==> src/rtl/memory_pkg.sv <==
`default_nettype none
// =====================================================================
// memory_pkg : shared types and default geometry for delay-line tank controllers
// Revision   : 1.0
// =====================================================================
package memory_pkg;

   localparam int C_DEFAULT_DIGITS = 18;
   localparam int C_DEFAULT_SLOTS  = 32;

   typedef enum logic [1:0] {
      ST_IDLE = 2'd0,
      ST_WAIT = 2'd1,
      ST_GATE = 2'd2,
      ST_DONE = 2'd3
   } tank_state_e;

   typedef enum logic {
      GATE_READ  = 1'b0,
      GATE_WRITE = 1'b1
   } gate_sel_e;

endpackage
`default_nettype wire

==> src/rtl/memory_tank_timer.sv <==
`default_nettype none
// =====================================================================
// memory_tank_timer : free-running digit/slot counters shared by all tanks
// Revision          : 1.0
// =====================================================================
module memory_tank_timer
   import memory_pkg::*;
#(
   parameter int DIGITS = C_DEFAULT_DIGITS,
   parameter int SLOTS  = C_DEFAULT_SLOTS
) (
   input  logic                      f2_clk,
   input  logic                      f2_rst,
   output logic [$clog2(DIGITS)-1:0] digit_pos,
   output logic [$clog2(SLOTS)-1:0]  slot_pos,
   output logic                      slot_start_next
);

   localparam int DW = $clog2(DIGITS);
   localparam int SW = $clog2(SLOTS);
   localparam logic [DW-1:0] C_DIGIT_LAST = DW'(DIGITS - 1);

   logic [DW-1:0] digit_q, digit_d;
   logic [SW-1:0] slot_q, slot_d;

   // SLOTS is a power of two, so the slot counter wraps on its own.
   always_comb begin
      digit_d = digit_q + 1'b1;
      slot_d  = slot_q;
      if (digit_q == C_DIGIT_LAST) begin
         digit_d = '0;
         slot_d  = slot_q + 1'b1;
      end
   end

   always_ff @(posedge f2_clk) begin
      if (f2_rst) begin
         digit_q <= '0;
         slot_q  <= '0;
      end else begin
         digit_q <= digit_d;
         slot_q  <= slot_d;
      end
   end

   assign digit_pos       = digit_q;
   assign slot_pos        = slot_q;
   assign slot_start_next = (digit_q == C_DIGIT_LAST);

endmodule
`default_nettype wire

==> src/rtl/memory_tank_scheduler.sv <==
`default_nettype none
// =====================================================================
// memory_tank_scheduler : slot-timed read/write gate sequencer for one tank (MEMORY_TANK_LONG_EN: long words)
// Revision              : 1.0
// =====================================================================
module memory_tank_scheduler
   import memory_pkg::*;
#(
   parameter int DIGITS = C_DEFAULT_DIGITS,
   parameter int SLOTS  = C_DEFAULT_SLOTS
) (
   input  logic                      f2_clk,
   input  logic                      f2_rst,
   input  logic                      req,
   input  logic                      req_we,
   input  logic                      req_long,
   input  logic [$clog2(SLOTS)-1:0]  req_addr,
   output logic                      req_ack,
   output logic                      busy,
   output logic                      done,
   output logic                      tank_clr,
   output logic                      tank_in,
   output logic                      tank_out,
   output logic [$clog2(DIGITS)-1:0] digit_pos,
   output logic [$clog2(SLOTS)-1:0]  slot_pos
);

   localparam int SW = $clog2(SLOTS);
`ifdef MEMORY_TANK_LONG_EN
   localparam int WW = $clog2(2 * DIGITS);
`else
   localparam int WW = $clog2(DIGITS);
`endif
   localparam logic [WW-1:0] C_SHORT_LAST = WW'(DIGITS - 1);

   tank_state_e   state_q, state_d;
   gate_sel_e     op_q, op_d;
   logic [SW-1:0] addr_q, addr_d;
   logic [WW-1:0] win_q, win_d;
   logic          ack_q, ack_d;

   logic          w_slot_start_next;
   logic          w_req_long;
   logic [SW-1:0] w_req_addr;
   logic [WW-1:0] w_win_last;
   logic          w_hit_req;
   logic          w_hit_wait;
   logic          w_gate;

   memory_tank_timer #(
      .DIGITS (DIGITS),
      .SLOTS  (SLOTS)
   ) u_timer (
      .f2_clk          (f2_clk),
      .f2_rst          (f2_rst),
      .digit_pos       (digit_pos),
      .slot_pos        (slot_pos),
      .slot_start_next (w_slot_start_next)
   );

`ifdef MEMORY_TANK_LONG_EN
   localparam logic [WW-1:0] C_LONG_LAST = WW'(2 * DIGITS - 1);

   logic long_q, long_d;

   assign w_req_long = req_long;
   assign w_win_last = long_q ? C_LONG_LAST : C_SHORT_LAST;

   always_comb begin
      long_d = long_q;
      if ((state_q == ST_IDLE) && req) long_d = w_req_long;
   end

   always_ff @(posedge f2_clk) begin
      if (f2_rst) long_q <= 1'b0;
      else        long_q <= long_d;
   end
`else
   logic unused_req_long;

   assign unused_req_long = req_long;
   assign w_req_long      = 1'b0;
   assign w_win_last      = C_SHORT_LAST;
`endif

   assign w_req_addr = w_req_long ? {req_addr[SW-1:1], 1'b0} : req_addr;

   // Decide one digit early so GATE is entered exactly on digit 0 of the slot
   // and the gates stay pure functions of registered state.
   assign w_hit_req  = w_slot_start_next && (slot_pos == (w_req_addr - SW'(1)));
   assign w_hit_wait = w_slot_start_next && (slot_pos == (addr_q - SW'(1)));

   always_comb begin
      state_d = state_q;
      op_d    = op_q;
      addr_d  = addr_q;
      win_d   = win_q;
      ack_d   = 1'b0;
      case (state_q)
         ST_IDLE: begin
            if (req) begin
               op_d    = req_we ? GATE_WRITE : GATE_READ;
               addr_d  = w_req_addr;
               ack_d   = 1'b1;
               win_d   = '0;
               state_d = w_hit_req ? ST_GATE : ST_WAIT;
            end
         end
         ST_WAIT: begin
            if (w_hit_wait) begin
               win_d   = '0;
               state_d = ST_GATE;
            end
         end
         ST_GATE: begin
            if (win_q == w_win_last) state_d = ST_DONE;
            else                     win_d   = win_q + 1'b1;
         end
         ST_DONE: state_d = ST_IDLE;
         default: state_d = ST_IDLE;
      endcase
   end

   always_ff @(posedge f2_clk) begin
      if (f2_rst) begin
         state_q <= ST_IDLE;
         op_q    <= GATE_READ;
         addr_q  <= '0;
         win_q   <= '0;
         ack_q   <= 1'b0;
      end else begin
         state_q <= state_d;
         op_q    <= op_d;
         addr_q  <= addr_d;
         win_q   <= win_d;
         ack_q   <= ack_d;
      end
   end

   assign w_gate   = (state_q == ST_GATE);
   assign req_ack  = ack_q;
   assign busy     = (state_q == ST_WAIT) || (state_q == ST_GATE);
   assign done     = (state_q == ST_DONE);
   assign tank_clr = w_gate && (op_q == GATE_WRITE);
   assign tank_in  = w_gate && (op_q == GATE_WRITE);
   assign tank_out = w_gate && (op_q == GATE_READ);

endmodule
`default_nettype wire

==> config.mk <==
export PLATFORM = sky130hd
export DESIGN_NAME = memory_tank_scheduler
export DESIGN_NICKNAME = d
export VERILOG_FILES = /design/src/rtl/memory_pkg.sv /design/src/rtl/memory_tank_timer.sv /design/src/rtl/memory_tank_scheduler.sv
export SDC_FILE = /design/constraint.sdc
export NUM_CORES = 1
export LEC_CHECK = 0
export CORE_MARGIN = 4
export CORE_UTILIZATION = 31
export DETAILED_ROUTE_END_ITERATION = 16
export PLACE_DENSITY = 0.6
export RECOVER_POWER = 100
export SYNTH_ARGS = -nofsm -noshare
export SYNTH_HDL_FRONTEND = slang
export SYNTH_SLANG_ARGS = --single-unit
==> constraint.sdc <==
create_clock -name f2_clk -period 2.51 [get_ports f2_clk]
set_input_delay 0.3765 -clock f2_clk [delete_from_list [all_inputs] [get_ports f2_clk]]
set_output_delay 0.3765 -clock f2_clk [all_outputs]
set_load 0.02 [all_outputs]
==> impl_metrics.csv <==
group,metric,value,unit
status,status,"completed",
synth,synth.net_count,192,
route,drt_iter0_drc,85,
synth,synth_cell_types,41,
cts,post_cts_buffers,0,
sta,hold_viol,0,
cts,clkTransAtPathRegs,80,ps
final_layout,stdcell_count,253,
synth,yosysSeqAreaShare,32.8,%
synth,synth-async-reset-ratio,0,%
setup_path,crit_chain,"inv_1 -> ha_1 -> o21ba_2 -> a221oi_1 -> nor3_1 -> clkbuf_1 -> a2111oi_0 -> o32ai_1",
synth,yosysWarnings,0,
placement,dp_hpwl,2470,um
sta,fin_setup_tns,0,ps
setup_path,crit_type,"reg2reg",
global_route,grt_util_all_layers,12.0,%
route,met2_wirelength,1370,um
final_layout,area_delta_synth_final,27.2,%
cts,cts-hold-fix-buffers,0,
power,netSwitchingPower,0.491,mW
job,maxCapViolCount,0,
synth,ys.flop_type,"dfxtp_1",
power,clockPowerShare,24.7,%
sta,rsz0062_at_grt,"no",
final_layout,ff_latch_area,480,sq um
global_route,grt_overflow,0,
route,wirelength,3180,um
setup_path,slowest_stage,"a2111oi_0",
route,drc_errors,0,
power,power,1.38,mW
power,comb_power_share,41.8,%
die,die-area,0.00589,sq mm
setup_path,path_buf_inv,2,
sta,fmax,0.454,GHz
cts,cts-root-buf,"clkbuf_8",
route,drt_first_pass_iters,4,
power,switching_share,35.7,%
final_layout,final.fill_count,447,
die,fp.coreArea,0.00447,sq mm
sta,setup_violations,0,
cts,ctsResizeCount,0,
placement,place_ws,201,ps
die,pin_count,26,
sta,layout_setup_ws,310,ps
setup_path,critPathMaxStageDelay,430,ps
placement,dp_cells,249,
synth,syn_inst,171,
power,p_leak,0.766,nW
final_layout,drive_gt1_share,8.96,%
route,vias,1274,
power,p_seq_share,33.5,%
power,intPower,0.886,mW
route,viasPerCell,5.04,
final_layout,multiInputGateArea,897,sq um
final_layout,layout_common_cells,"24 x dfxtp_1, 17 x dlygate4sd3_1, 16 x nand2_1",
synth,syn-mean-instance-area,8.57,sq um
final_layout,nNetsFinal,223,
placement,gp_congestion,0.772,
synth,synth-edff-count,0,
sta,fin_crit,2200,ps
sta,finalMaxSlewViolations,0,
sta,fin_skew,4.41,ps
setup_path,end_kind,"register",
route,m1WireLength,1690,um
setup_path,crit_fanout,5,
setup_path,r2r_setup_slack,310,ps
global_route,grt_pass1_wl,5910,um
route,wl_per_cell,12.6,um
route,antenna_left,0,
final_layout,diodes,0,
setup_path,worstPathRequired,2650,ps
setup_path,critPathLaunchType,"register",
final_layout,layout_commonest_cell,"dfxtp_1",
global_route,grt_pass1_vias,1242,
placement,port_buffers,24,
global_route,grt_antenna_before_repair,0,
die,row_count,24,
hold_path,hold_path_class,"reg2reg",
synth,synth.cell_area,0.00147,sq mm
route,dr_wl_met3,102,um
cts,insertion_delay,270,ps
power,peakVddDrop,449,uV
route,dr.max_layer_used,"met4",
cts,cts_tree,"done",
cts,cts.htree.levels,1,
die,initial_core_util,32.7,%
sta,tightest_slew,871,ps
synth,ys_seq_elements,24,
setup_path,crit_arrival,2340,ps
global_route,grt_max_degree,20,
cts,clockBufferDepth,2,
cts,clkSinkCount,24,
sta,max-slew-margin-rel,41.9,%
cts,cts_buffers,3,
die,die_w,76.8,um
sta,fin_crit_sh,87.7,%
die,die_h,76.8,um
power,power-per-cell-area,739,mW/mm^2
setup_path,cp_top_family,"compound AO/OA/AOI/OAI gates",
-- registers in the layout (all words and copies together), names as in the netlist --
name               count
addr_q                 5
op_q                   1
req_ack                1
state_q                2
u_timer.digit_pos      5
u_timer.slot_pos       5
win_q                  5
-- cell type report --
class	count	area share, %
sequential	24	25.8
clock buffer	3	2.22
timing repair buffer	34	16.5
tap	52	3.49
inverter	11	2.22
multi-input combinational	128	48.2
clock inverter	1	1.61
-- synthesized netlist by cell type, drive strengths merged, types with 2 or more instances --
library cell | number | area, sq um
xor2 | 9 | 78.8
dfxtp | 24 | 480
o31ai | 4 | 30.0
nor2b | 3 | 18.8
nand2 | 16 | 60.1
clkbuf | 5 | 20.0
inv | 11 | 41.3
nor2 | 11 | 41.3
nor4b | 2 | 32.5
buf | 3 | 26.3
nand4 | 4 | 25.0
nand3 | 11 | 55.1
o21ba | 2 | 20.0
o211ai | 3 | 22.5
nor3 | 7 | 35.0
ha | 11 | 138
or2 | 2 | 12.5
o32ai | 3 | 26.3
xnor2 | 9 | 78.8
a21oi | 12 | 60.1
nand2b | 2 | 12.5
-- power by group through the flow --
stage	clock network (mW)	logic, mW	registers [mW]
2_1_floorplan	0	0.387	0.472
3_5_place_dp	0	0.599	0.471
5_1_grt	0.367	0.662	0.471
6_report	0.340	0.576	0.461
4_1_cts	0.352	0.603	0.462
3_3_place_gp	0	0.597	0.471
-- per-layer routing --
layer	global-route usage, %	vias to the layer above
li1	-	666
met1	17.7	581
met2	17.6	25
met3	2.11	2
met4	3.80	0
met5	0	-
-- worst paths after layout --
kind / from / endpoint / cells after the start
max: addr_q[0] / win_q[2] / 8
min: op_q / op_q / 2
max reg2reg: addr_q[0] / win_q[2] / 8
min reg2reg: op_q / op_q / 2
-- worst min-delay path: stages (launching register included) --
cell	delay, ps
dfxtp_1	320
nand2_1	50
a21oi_1	50
-- stage by stage --
stage	utilization, %	cell area (sq um)	hold WS [ps]
after floorplan	-	1470	445
after global placement	40.2	1800	455
after detailed placement	40.2	1800	460
after CTS	41.8	1870	473
after global routing	41.6	1860	511
final	41.6	1860	468
-- cell families (layout without fill, tap and decap cells) --
kind of cell	Yosys count	after routing	synth area share (%)
buffers and inverters	19	49	5.98
XOR/XNOR	18	18	10.8
multiplexers	1	1	0.683
adder cells (fa/ha/maj)	11	11	9.39
AO/OA/AOI/OAI	35	35	17.4
flip-flops	24	24	32.8
AND/OR/NAND/NOR	63	63	23.0
(Power assumes the default switching activity.)
